File: src/rtl/alu_exec_unit_pkg.sv
// ---------------------------------------------------------------------------
// alu_exec_unit_pkg
//   Shared definitions for the execute stage: ALUOp encodings, funct field
//   codes, internal 4-bit ALU control codes, FSM states and the decode helper
//   that maps {alu_op, funct} onto an ALU control code or a mult/div request.
// ---------------------------------------------------------------------------
package alu_exec_unit_pkg;

    localparam logic [1:0] ALUOP_ADD   = 2'b00;
    localparam logic [1:0] ALUOP_SUB   = 2'b01;
    localparam logic [1:0] ALUOP_RTYPE = 2'b10;
    localparam logic [1:0] ALUOP_RSVD  = 2'b11;

    localparam logic [5:0] FUNCT_ADD   = 6'b100000;
    localparam logic [5:0] FUNCT_ADDU  = 6'b100001;
    localparam logic [5:0] FUNCT_SUB   = 6'b100010;
    localparam logic [5:0] FUNCT_SUBU  = 6'b100011;
    localparam logic [5:0] FUNCT_AND   = 6'b100100;
    localparam logic [5:0] FUNCT_OR    = 6'b100101;
    localparam logic [5:0] FUNCT_XOR   = 6'b100110;
    localparam logic [5:0] FUNCT_NOR   = 6'b100111;
    localparam logic [5:0] FUNCT_SLT   = 6'b101010;
    localparam logic [5:0] FUNCT_SLTU  = 6'b101011;
    localparam logic [5:0] FUNCT_MFHI  = 6'b010000;
    localparam logic [5:0] FUNCT_MFLO  = 6'b010010;
    localparam logic [5:0] FUNCT_MULT  = 6'b011000;
    localparam logic [5:0] FUNCT_MULTU = 6'b011001;
    localparam logic [5:0] FUNCT_DIV   = 6'b011010;
    localparam logic [5:0] FUNCT_DIVU  = 6'b011011;

    // ALU_NONE covers unknown funct codes and mult/div requests: the
    // single-cycle ALU produces 0 for them.
    typedef enum logic [3:0] {
        ALU_AND  = 4'b0000,
        ALU_OR   = 4'b0001,
        ALU_ADD  = 4'b0010,
        ALU_SUB  = 4'b0110,
        ALU_SLT  = 4'b0111,
        ALU_SLTU = 4'b1000,
        ALU_XOR  = 4'b1001,
        ALU_NOR  = 4'b1100,
        ALU_MFHI = 4'b1101,
        ALU_MFLO = 4'b1110,
        ALU_NONE = 4'b1111
    } alu_ctl_e;

    typedef enum logic [1:0] {
        ST_IDLE = 2'b00,
        ST_MUL  = 2'b01,
        ST_DIV  = 2'b10,
        ST_FIN  = 2'b11
    } state_e;

    typedef struct packed {
        alu_ctl_e ctl;
        logic     is_md;
        logic     md_div;
        logic     md_signed;
    } dec_t;

    function automatic dec_t decode(input logic [1:0] alu_op, input logic [5:0] funct);
        dec_t d;
        d.ctl       = ALU_ADD;
        d.is_md     = 1'b0;
        d.md_div    = 1'b0;
        d.md_signed = 1'b0;
        case (alu_op)
            ALUOP_ADD, ALUOP_RSVD: d.ctl = ALU_ADD;
            ALUOP_SUB:             d.ctl = ALU_SUB;
            ALUOP_RTYPE: begin
                d.ctl = ALU_NONE;
                case (funct)
                    FUNCT_ADD, FUNCT_ADDU: d.ctl = ALU_ADD;
                    FUNCT_SUB, FUNCT_SUBU: d.ctl = ALU_SUB;
                    FUNCT_AND:   d.ctl = ALU_AND;
                    FUNCT_OR:    d.ctl = ALU_OR;
                    FUNCT_XOR:   d.ctl = ALU_XOR;
                    FUNCT_NOR:   d.ctl = ALU_NOR;
                    FUNCT_SLT:   d.ctl = ALU_SLT;
                    FUNCT_SLTU:  d.ctl = ALU_SLTU;
                    FUNCT_MFHI:  d.ctl = ALU_MFHI;
                    FUNCT_MFLO:  d.ctl = ALU_MFLO;
                    FUNCT_MULT:  begin d.is_md = 1'b1; d.md_signed = 1'b1; end
                    FUNCT_MULTU: begin d.is_md = 1'b1; end
                    FUNCT_DIV:   begin d.is_md = 1'b1; d.md_div = 1'b1; d.md_signed = 1'b1; end
                    FUNCT_DIVU:  begin d.is_md = 1'b1; d.md_div = 1'b1; end
                    default:     d.ctl = ALU_NONE;
                endcase
            end
            default: d.ctl = ALU_ADD;
        endcase
        return d;
    endfunction

endpackage

File: src/rtl/alu_exec_unit_if.sv
// ---------------------------------------------------------------------------
// alu_exec_unit_if
//   Operand/result bus of the execute stage.
//   Input side : in_valid/in_ready handshake, funct, alu_op, data1, data2.
//   Output side: out_valid/out_ready handshake, result, zero, busy.
//   slave  modport: the execute unit.   master modport: the pipeline driving it.
// ---------------------------------------------------------------------------
interface alu_exec_unit_if #(parameter int WIDTH = 32) ();
    logic             in_valid;
    logic             in_ready;
    logic [5:0]       funct;
    logic [1:0]       alu_op;
    logic [WIDTH-1:0] data1;
    logic [WIDTH-1:0] data2;
    logic             out_valid;
    logic             out_ready;
    logic [WIDTH-1:0] result;
    logic             zero;
    logic             busy;

    modport slave (
        input  in_valid, funct, alu_op, data1, data2, out_ready,
        output in_ready, out_valid, result, zero, busy
    );

    modport master (
        output in_valid, funct, alu_op, data1, data2, out_ready,
        input  in_ready, out_valid, result, zero, busy
    );
endinterface

File: src/rtl/alu_exec_unit_muldiv_iter.sv
// ---------------------------------------------------------------------------
// alu_muldiv_iter
//   Iterative multiplier / restoring divider, one bit per cycle, WIDTH steps.
//   Works on operand magnitudes; signs are reapplied on the hi/lo outputs.
//   Ports: clk, rst_n (sync, active-low), start (latch operands, clear count),
//          run (iterate while counter < WIDTH), is_signed, is_div, a, b,
//          done (counter == WIDTH), hi, lo (final HI/LO values once done).
// ---------------------------------------------------------------------------
module alu_muldiv_iter #(
    parameter int WIDTH = 32
) (
    input  logic             clk,
    input  logic             rst_n,
    input  logic             start,
    input  logic             run,
    input  logic             is_signed,
    input  logic             is_div,
    input  logic [WIDTH-1:0] a,
    input  logic [WIDTH-1:0] b,
    output logic             done,
    output logic [WIDTH-1:0] hi,
    output logic [WIDTH-1:0] lo
);
    localparam int CNT_W = $clog2(WIDTH) + 1;

    logic [CNT_W-1:0]   cnt_q, cnt_d;
    logic [2*WIDTH-1:0] work_q, work_d;   // mult: {acc, multiplier}; div: {rem, quotient}
    logic [WIDTH-1:0]   mag_q, mag_d;     // |b|: addend for mult, divisor for div
    logic [WIDTH-1:0]   opa_q, opa_d;     // raw dividend, returned as HI on divide by zero
    logic               div_q, div_d;
    logic               dz_q, dz_d;
    logic               negq_q, negq_d;   // negate product / quotient
    logic               negr_q, negr_d;   // negate remainder

    logic [WIDTH:0]     rem_sh, diff, sum;
    logic [2*WIDTH-1:0] prod;
    logic [WIDTH-1:0]   qmag, rmag;

    function automatic logic [WIDTH-1:0] magnitude(input logic [WIDTH-1:0] x, input logic sgn);
        return (sgn && x[WIDTH-1]) ? -x : x;
    endfunction

    assign done = (cnt_q == CNT_W'(WIDTH));

    always_comb begin
        cnt_d  = cnt_q;
        work_d = work_q;
        mag_d  = mag_q;
        opa_d  = opa_q;
        div_d  = div_q;
        dz_d   = dz_q;
        negq_d = negq_q;
        negr_d = negr_q;
        rem_sh = {work_q[2*WIDTH-1:WIDTH], work_q[WIDTH-1]};
        diff   = rem_sh - {1'b0, mag_q};
        sum    = {1'b0, work_q[2*WIDTH-1:WIDTH]} + {1'b0, (work_q[0] ? mag_q : '0)};
        if (start) begin
            cnt_d  = '0;
            work_d = {{WIDTH{1'b0}}, magnitude(a, is_signed)};
            mag_d  = magnitude(b, is_signed);
            opa_d  = a;
            div_d  = is_div;
            dz_d   = (b == '0);
            negq_d = is_signed && (a[WIDTH-1] ^ b[WIDTH-1]);
            negr_d = is_signed && a[WIDTH-1];
        end else if (run && !done) begin
            cnt_d = cnt_q + CNT_W'(1);
            if (div_q) begin
                // Restoring step: shift next dividend bit into the remainder,
                // keep the subtraction only when it does not go negative.
                if (!diff[WIDTH])
                    work_d = {diff[WIDTH-1:0], work_q[WIDTH-2:0], 1'b1};
                else
                    work_d = {rem_sh[WIDTH-1:0], work_q[WIDTH-2:0], 1'b0};
            end else begin
                // Shift-add: conditionally add, then shift the whole pair right.
                work_d = {sum, work_q[WIDTH-1:1]};
            end
        end
    end

    always_comb begin
        prod = negq_q ? -work_q : work_q;
        qmag = work_q[WIDTH-1:0];
        rmag = work_q[2*WIDTH-1:WIDTH];
        if (div_q) begin
            lo = dz_q ? '1    : (negq_q ? -qmag : qmag);
            hi = dz_q ? opa_q : (negr_q ? -rmag : rmag);
        end else begin
            lo = prod[WIDTH-1:0];
            hi = prod[2*WIDTH-1:WIDTH];
        end
    end

    always_ff @(posedge clk) begin
        if (!rst_n) cnt_q <= '0;
        else        cnt_q <= cnt_d;
    end

    always_ff @(posedge clk) begin
        work_q <= work_d;
        mag_q  <= mag_d;
        opa_q  <= opa_d;
        div_q  <= div_d;
        dz_q   <= dz_d;
        negq_q <= negq_d;
        negr_q <= negr_d;
    end

endmodule

File: src/rtl/alu_exec_unit.sv
// ---------------------------------------------------------------------------
// alu_exec_unit
//   Execute stage: ALU control decode, single-cycle ALU with registered
//   output, iterative mult/div with HI/LO, valid/ready backpressure.
//   Ports: clk, rst_n (sync, active-low), bus (alu_exec_unit_if.slave):
//          in_valid/in_ready, funct, alu_op, data1, data2 in;
//          out_valid/out_ready, result, zero, busy out.
// ---------------------------------------------------------------------------
module alu_exec_unit
    import alu_exec_unit_pkg::*;
#(
    parameter int WIDTH = 32
) (
    input  logic           clk,
    input  logic           rst_n,
    alu_exec_unit_if.slave bus
);
    state_e           state_q, state_d;
    logic             out_valid_q, out_valid_d;
    logic [WIDTH-1:0] result_q, result_d;
    logic             zero_q, zero_d;
    logic [WIDTH-1:0] hi_q, hi_d;
    logic [WIDTH-1:0] lo_q, lo_d;

    dec_t                    dec;
    logic                    in_ready, accept;
    logic                    md_start, md_run, md_done;
    logic [WIDTH-1:0]        md_hi, md_lo;
    logic [WIDTH-1:0]        alu_y;
    logic signed [WIDTH-1:0] op_a, op_b;

    assign dec      = decode(bus.alu_op, bus.funct);
    assign op_a     = bus.data1;
    assign op_b     = bus.data2;
    // A new beat may enter in the same cycle the held result is consumed.
    assign in_ready = (state_q == ST_IDLE) && (!out_valid_q || bus.out_ready);
    assign accept   = bus.in_valid && in_ready;
    assign md_run   = (state_q == ST_MUL) || (state_q == ST_DIV);

    alu_muldiv_iter #(.WIDTH(WIDTH)) u_muldiv (
        .clk       (clk),
        .rst_n     (rst_n),
        .start     (md_start),
        .run       (md_run),
        .is_signed (dec.md_signed),
        .is_div    (dec.md_div),
        .a         (bus.data1),
        .b         (bus.data2),
        .done      (md_done),
        .hi        (md_hi),
        .lo        (md_lo)
    );

    always_comb begin
        alu_y = '0;
        case (dec.ctl)
            ALU_AND:  alu_y = bus.data1 & bus.data2;
            ALU_OR:   alu_y = bus.data1 | bus.data2;
            ALU_ADD:  alu_y = bus.data1 + bus.data2;
            ALU_SUB:  alu_y = bus.data1 - bus.data2;
            ALU_SLT:  alu_y[0] = (op_a < op_b);
            ALU_SLTU: alu_y[0] = (bus.data1 < bus.data2);
            ALU_XOR:  alu_y = bus.data1 ^ bus.data2;
            ALU_NOR:  alu_y = ~(bus.data1 | bus.data2);
            ALU_MFHI: alu_y = hi_q;
            ALU_MFLO: alu_y = lo_q;
            default:  alu_y = '0;
        endcase
    end

    always_comb begin
        state_d     = state_q;
        out_valid_d = out_valid_q && !bus.out_ready;
        result_d    = result_q;
        zero_d      = zero_q;
        hi_d        = hi_q;
        lo_d        = lo_q;
        md_start    = 1'b0;
        case (state_q)
            ST_IDLE: begin
                if (accept) begin
                    if (dec.is_md) begin
                        md_start = 1'b1;
                        state_d  = dec.md_div ? ST_DIV : ST_MUL;
                    end else begin
                        out_valid_d = 1'b1;
                        result_d    = alu_y;
                        zero_d      = (alu_y == '0);
                    end
                end
            end
            ST_MUL, ST_DIV: begin
                if (md_done) state_d = ST_FIN;
            end
            ST_FIN: begin
                state_d     = ST_IDLE;
                out_valid_d = 1'b1;
                result_d    = md_lo;
                zero_d      = (md_lo == '0);
                hi_d        = md_hi;
                lo_d        = md_lo;
            end
            default: state_d = ST_IDLE;
        endcase
    end

    always_ff @(posedge clk) begin
        if (!rst_n) begin
            state_q     <= ST_IDLE;
            out_valid_q <= 1'b0;
            result_q    <= '0;
            zero_q      <= 1'b1;
            hi_q        <= '0;
            lo_q        <= '0;
        end else begin
            state_q     <= state_d;
            out_valid_q <= out_valid_d;
            result_q    <= result_d;
            zero_q      <= zero_d;
            hi_q        <= hi_d;
            lo_q        <= lo_d;
        end
    end

    assign bus.in_ready  = in_ready;
    assign bus.out_valid = out_valid_q;
    assign bus.result    = result_q;
    assign bus.zero      = zero_q;
    assign bus.busy      = (state_q != ST_IDLE);

endmodule

File: src/flat_wrapper.sv
// flat-port wrapper written by rule: the top's interface ports become plain ports
module alu_exec_unit_flat import alu_exec_unit_pkg::*;
#(
    parameter int WIDTH = 32
)
  (clk, rst_n, bus_in_valid, bus_funct, bus_alu_op, bus_data1, bus_data2, bus_out_ready, bus_in_ready, bus_out_valid, bus_result, bus_zero, bus_busy);
  alu_exec_unit_if #(.WIDTH(WIDTH)) bus_i ();
  input  logic clk;
  input  logic rst_n;
  input wire logic [$bits(bus_i.in_valid)-1:0] bus_in_valid;
  input wire logic [$bits(bus_i.funct)-1:0] bus_funct;
  input wire logic [$bits(bus_i.alu_op)-1:0] bus_alu_op;
  input wire logic [$bits(bus_i.data1)-1:0] bus_data1;
  input wire logic [$bits(bus_i.data2)-1:0] bus_data2;
  input wire logic [$bits(bus_i.out_ready)-1:0] bus_out_ready;
  output wire logic [$bits(bus_i.in_ready)-1:0] bus_in_ready;
  output wire logic [$bits(bus_i.out_valid)-1:0] bus_out_valid;
  output wire logic [$bits(bus_i.result)-1:0] bus_result;
  output wire logic [$bits(bus_i.zero)-1:0] bus_zero;
  output wire logic [$bits(bus_i.busy)-1:0] bus_busy;
  assign bus_i.in_valid = bus_in_valid;
  assign bus_i.funct = bus_funct;
  assign bus_i.alu_op = bus_alu_op;
  assign bus_i.data1 = bus_data1;
  assign bus_i.data2 = bus_data2;
  assign bus_i.out_ready = bus_out_ready;
  assign bus_in_ready = bus_i.in_ready;
  assign bus_out_valid = bus_i.out_valid;
  assign bus_result = bus_i.result;
  assign bus_zero = bus_i.zero;
  assign bus_busy = bus_i.busy;
  alu_exec_unit #(.WIDTH(WIDTH)) u_core (.clk(clk), .rst_n(rst_n), .bus(bus_i));
endmodule
File: config.mk
export PLATFORM = sky130hd
export DESIGN_NAME = alu_exec_unit_flat
export DESIGN_NICKNAME = d
export VERILOG_FILES = /design/src/rtl/alu_exec_unit_pkg.sv /design/src/rtl/alu_exec_unit_if.sv /design/src/rtl/alu_exec_unit_muldiv_iter.sv /design/src/rtl/alu_exec_unit.sv /design/src/flat_wrapper.sv
export SDC_FILE = /design/constraint.sdc
export NUM_CORES = 1
export LEC_CHECK = 0
export BUFFER_PORTS_ARGS = -buffer_cell sky130_fd_sc_hd__buf_2
export CAP_MARGIN = 20
export CORE_UTILIZATION = 50
export DETAILED_ROUTE_END_ITERATION = 12
export PLACE_DENSITY = 0.67
export SETUP_SLACK_MARGIN = 0.1
export SLEW_MARGIN = 20
export SYNTH_ARGS = -nofsm -noshare
export SYNTH_HDL_FRONTEND = slang
export SYNTH_SLANG_ARGS = --single-unit
File: constraint.sdc
create_clock -name clk -period 13.1 [get_ports clk]
set_clock_uncertainty 0.15 [all_clocks]
set_input_delay 3.275 -clock clk [delete_from_list [all_inputs] [get_ports clk]]
set_output_delay 3.275 -clock clk [all_outputs]
set_load 0.02 [all_outputs]
## Word-level counts from Yosys, hierarchy flattened

Cells that the tools add are included.

- Bits in registers: 238
- Bits in latches: 0
- Memory bits (writable): 0
- ROM bits: 0
- Input port bits: 76
- Output and inout bits: 36
- Memories kept: 0

- Add/sub/neg operators: 10
- $mul: 0
- Divide/modulo/power cells: 0
- Magnitude comparators: 2
- Equality and inequality tests: 36
- Shift operators: 0
- Muxes and demuxes: 39
- Bitwise logic cells: 6
- Reductions and logical operators: 31

Operators with widths:

| kind | count |
|---|---|
| 32-bit two-way mux | 13 |
| 31-bit one-hot mux with 8 select lines | 1 |
| 64-bit two-way mux | 3 |
| 32-bit negation | 4 |
| 32-bit zero test | 3 |
| 6-bit == test, second input constant | 11 |
| 32-bit less-than comparator | 2 |
| 64-bit negation | 1 |
| 32-bit one-hot mux with 2 select lines | 1 |
| 4-bit one-hot mux with 10 select lines | 1 |
| 6-bit by 5-bit == test with 1-bit output, second input constant | 6 |
| 32-bit by 32-bit adder with 33-bit output | 1 |
| 33-bit by 32-bit subtractor with 33-bit output | 1 |
| 32-bit adder | 1 |
| 32-bit bitwise AND | 1 |
| 32-bit NOT | 1 |
| 32-bit bitwise OR | 1 |
| 32-bit subtractor | 1 |
| 32-bit bitwise XOR | 1 |
| 4-bit == test, second input constant | 5 |
| 2-bit OR reduction | 7 |
| 4-bit one-hot mux with 3 select lines | 1 |
| 1-bit two-way mux | 10 |
| 1-bit one-hot mux with 10 select lines | 1 |
| other kinds (22) | 46 |

## Depth between registers and ports, before layout

- Word-level depth: 10
- Gate-level depth with buffers: 17
- Gate-level depth less buffers: 16

## Hierarchy

A second synthesis with hierarchy kept.

- Cell total of the unflattened synthesis: 3086
- Area, all modules: 23416.2 um^2

Modules (own cells, without submodules):

| module | instances | cells each | area an instance (um^2) | seq. area each (um^2) |
|---|---|---|---|---|
| alu_muldiv_iter | 1 | 1651 | 12924.9 | 3763.6 |
| alu_exec_unit | 1 | 1435 | 10491.3 | 2001.9 |

## Least setup slack after synthesis

OpenSTA, ideal clock, no wires.

- Path type: input to output
- From: input port bus_out_ready
- To: output port bus_in_ready
- Arrival time: 3673 ps
- Data required time: 9675 ps
- Path slack: 6002 ps
- Stages: 2
- Buffers on the path: 0
- Cell sequence: nand2b_1 > and2_1

- Word-level cells in the longest chain between the ends: 2

Ends and longest elaborated chain:

| item | RTL line | source |
|---|---|---|
| from (decl) | flat_wrapper.sv:15 | `input wire logic [$bits(bus_i.out_ready)-1:0] bus_out_ready;` |
| 1-bit logical OR | alu_exec_unit.sv:36 | `assign in_ready = (state_q == ST_IDLE) && (!out_valid_q \|\| bus.out_ready);` |
| 1-bit logical AND | alu_exec_unit.sv:36 |  |
| to (decl) | flat_wrapper.sv:16 | `output wire logic [$bits(bus_i.in_ready)-1:0] bus_in_ready;` |

Every way passes these cells.

## Final worst setup path

- From: input port bus_data1[14]
- To: register u_core.zero_q (netlist: u_core.bus.zero)

- Word-level cells in the longest chain between the ends: 7
- Elaborated cells between the ends (all ways): 14

Ends and longest elaborated chain:

| item | RTL line | source |
|---|---|---|
| from (decl) | flat_wrapper.sv:13 | `input wire logic [$bits(bus_i.data1)-1:0] bus_data1;` |
| parallel branches: the longest is 3 deep, another holds 32-bit subtractor | -- |  |
| 32-bit zero test * | alu_exec_unit.sv:88 | `zero_d = (alu_y == '0);` |
| 1-bit two-way mux * | alu_exec_unit.sv:82 | `if (dec.is_md) begin` |
| 1-bit two-way mux * | alu_exec_unit.sv:81 | `if (accept) begin` |
| 1-bit one-hot mux with 2 select lines * | alu_exec_unit.sv:79 | `case (state_q)` |
| to (signal assigned) | alu_exec_unit.sv:119 | `zero_q <= zero_d;` |
| to (decl) | alu_exec_unit.sv:21 | `logic zero_q, zero_d;` |

Mark *: on every way between the ends. The select of a mux whose other input is x is not followed.
A chain may end at the register's enable or synchronous reset.

==> summary.txt <==
Floorplanning
  – CORE AREA: roughly 45000 sq um
  – Die Ht: 216 um
  – Die area: roughly 47000 sq um
  – Chip width: 216 um
  – Row cnt: 78
  – Ports: 112
  – Initial Utilization: 0.506

Pwr
  – Leakage: 9.64 nW
  – Power per cell area: between 150 and 200 nW/um^2
  – Sw frac: 0.457
  – Worst IR Drop VDD: 0.153 mV
  – Sw Pwr: 1.86 mW
  – Clk pwr share: 0.199
  – Combinational group share of total power: 0.515
  – Sequential fraction of design power: 0.286
  – Internal power: 2.21 mW

Route
  – DR WL/cell: 27.0 um
  – Initial DRC Count: 3106
  – Vias per cell: 6.79
  – First-pass iteration count of the detailed router: 6
  – Vias: 24004
  – Total Wirelength: 95.5 mm
  – DRT antenna net count: 0
  – DR DRC count: 0

CTS
  – CTS tree: yes
  – CTS Buffer Depth: 3
  – Worst-path clk slew: approximately 0.070 ns
  – Post-cts resize count: 0
  – H-tree Lvls: 1
  – Hold-fix buffers, CTS: 0
  – Clock root buffer: clkbuf_16
  – Worst-Skew Late Latency: 0.58 ns
  – Sink Count: 238
  – Post-CTS Setup Repair Bufs: 0
  – CTS Buf Count: 29

Critical path
  – Crit path launch type: input pin
  – FF-to-FF setup slack: 8.06 ns
  – CP Max Fanout: 13
  – WP buf/inv: 3
  – Crit-path cells: buf_2 -> inv_1 -> ha_1 -> inv_1 -> a21oi_1 -> o21ai_0 -> o31ai_1 -> nor3_1 -> or2_2 -> a211oi_1 -> or4bb_1 -> nor4_1 -> nand3_1 -> nor4_1 -> a31o_1
  – Worst Path Required: 13.47 ns
  – Crit Path Category: input pin to register
  – CP max stage delay: 0.70 ns
  – Crit. End Element: register
  – Slowest cell on crit path: o31ai_1
  – Cells on worst reg2reg path: 16
  – Critical Path Stages: 15
  – CP delay by family, top: simple AND/OR/NAND/NOR gates
  – Worst EP arrival: about 8.1 ns

Final layout
  – Layout cell share with drive strength beyond 1: 0.0965
  – Core Util, Final: 0.549
  – Area Growth Syn to Fin: 8.45%
  – Post-route cell area: 24800 sq um
  – FILL cells: around 4300
  – Nets: 3160

Global routing
  – Global router's overall resource usage: 0.398
  – Initial antenna violation count: 5
  – Number of global-route vias before repair: 22889
  – Largest net degree at the start of global routing: 121
  – Grt ovf: 0
  – First-pass GRT wire length: 143 mm

Timing
  – Measured slew at the worst slew-check pin: 1.11 ns
  – Final setup violation count: 0
  – Min Clock Period, post-route: 7.70 ns
  – Fin. Hold Viols: 0
  – Hold_ws: 0.320 ns
  – Max-slew violations: 0
  – Slew Limit Headroom: 0.259
  – Tcrit/Tclk final: 0.588
  – Fmax: 130 MHz
  – Setup TNS: 0 ns
  – Unrepaired setup endpoints after global routing: no

Synth
  – Synthesized flop and latch total: 238
  – Sequential area share after synthesis: 0.252
  – Unique masters post-synth: between 100 and 150
  – Post-Syn Area: ~23000 sq um
  – Async set or reset register ratio after synthesis: 0
  – EDFF count, synth: 100
  – Synth Instances: 2905
  – Avg Cell Area, Syn: 7.88 sq um
  – Primary FF master, synth: dfxtp_1
  – Mapped Nets: between 3000 and 4000
  – Yosys warns: 0

Placed design
  – PortBufs: ~110
  – GPL Wtd Cong: 1.04
  – HPWL Detailed: 72.2 mm
  – Cell Area, Placed: ~24000 sq um

Min path
  – Min-delay worst type: register to register
  – Hold Path Depth: 2

Run status
  – Run status: finished, final reports clean

Flow run
  – Max-Cap Viols: 0
==> metal layers <==
metal,wire length (um),track usage,up-vias,share of wire
met2,41600,0.619,1359,0.44
met3,8730,0.0678,255,0.091
met4,5340,0.209,8,0.056
met5,55,0,-,0.00058
met1,39800,0.527,11637,0.42
li1,-,-,10745,-
==> layout make-up <==
cell class | count | area [sq um] | share of cell area
multi-input combinational | 2316 | 15900 | 0.638
sequential | 238 | 5770 | 0.232
timing repair buffer | 153 | 883 | 0.0356
clock buffer | 36 | 783 | 0.0315
tap | 600 | 751 | 0.0302
inverter | 172 | 648 | 0.0261
clock inverter | 17 | 149 | 0.00599
antenna | 2 | 5.00 | 0.000201
==> sequential cells by signal (all words and copies together), names as in the netlist <==
| register | flops |
|---|---|
| u_core.u_muldiv.work_q | 64 |
| u_core.bus.result | 32 |
| u_core.hi_q | 32 |
| u_core.lo_q | 32 |
| u_core.u_muldiv.mag_q | 32 |
| u_core.u_muldiv.opa_q | 32 |
| u_core.u_muldiv.cnt_q | 6 |
| u_core.state_q | 2 |
| u_core.bus.out_valid | 1 |
| u_core.bus.zero | 1 |
| u_core.u_muldiv.div_q | 1 |
| u_core.u_muldiv.dz_q | 1 |
| u_core.u_muldiv.negq_q | 1 |
| u_core.u_muldiv.negr_q | 1 |
==> kinds of logic (layout without fill, tap and decap cells) <==
family	count (synthesis)	count (layout)	share of synthesized area
AOI/OAI and AO/OA	1002	1002	0.300
xor gates and xnor gates	186	186	0.0711
adders and majority gates	174	174	0.0964
buffers and inverters	351	378	0.0593
DFF	238	238	0.252
muxes	74	74	0.0330
other	0	2	0
and+or+nand+nor	880	880	0.188
==> cells in the final DEF (no fill, tap or decap), drive strengths merged, types with 38 or more instances in the layout <==
cell type    n
nand2      268
o21ai      240
nor2       223
a21oi      197
inv        174
ha         170
buf        153
xnor2      148
dfxtp      138
edfxtp     100
o211ai      72
mux2i       62
nand3       59
nor3        59
a21o        50
a21boi      49
a211oi      47
nor2b       43
xor2        38
==> through the flow <==
step	setup slack [ns]	std cells	total power, mW
2_1_floorplan	6.00	2905	2.58
3_3_place_gp	5.12	3479	3.15
3_5_place_dp	5.00	3479	3.18
4_1_cts	5.58	3532	4.01
5_1_grt	5.15	3533	4.27
6_report	5.40	3534	4.07
==> tightest hold or removal path, cell delays in order (launching register included) <==
cell      delay [ns]
dfxtp_1         0.31
nand2_1         0.05
a21boi_0        0.06
==> Yosys cell counts, types with 38 or more instances <==
cell type	n	area [sq um]
nor3_1	56	280
a211oi_1	45	338
nand2_1	268	1010
edfxtp_1	100	3000
a21oi_1	196	981
a21o_1	50	375
xnor2_1	148	1300
o211ai_1	72	541
xor2_1	38	333
nand3_1	59	295
nor2_1	221	830
ha_1	170	2130
a21boi_0	44	330
inv_1	170	638
nor2b_1	43	269
o21ai_0	230	1150
clkbuf_1	140	526
mux2i_1	62	621
dfxtp_1	138	2760
==> power groups by stage <==
stage          combinational, mW  sequential [mW]  clock, mW
2_1_floorplan               1.49             1.09          0
3_3_place_gp                1.99             1.16          0
3_5_place_dp                2.02             1.16          0
4_1_cts                     2.04             1.15      0.814
5_1_grt                     2.25             1.18      0.842
6_report                    2.09             1.16      0.811
==> worst paths after layout <==
check,start,to
worst min-delay path,u_core.bus.result[14]$_SDFFE_PN0P_,u_core.bus.result[14]$_SDFFE_PN0P_
worst max-delay path,bus_data1[14],u_core.bus.zero$_SDFFE_PN1P_
worst max register to register,u_core.u_muldiv.work_q[0]$_DFFE_PP_,u_core.u_muldiv.work_q[61]$_SDFFE_PP0P_
worst min register to register,u_core.bus.result[14]$_SDFFE_PN0P_,u_core.bus.result[14]$_SDFFE_PN0P_
(Power assumes the default switching activity.)
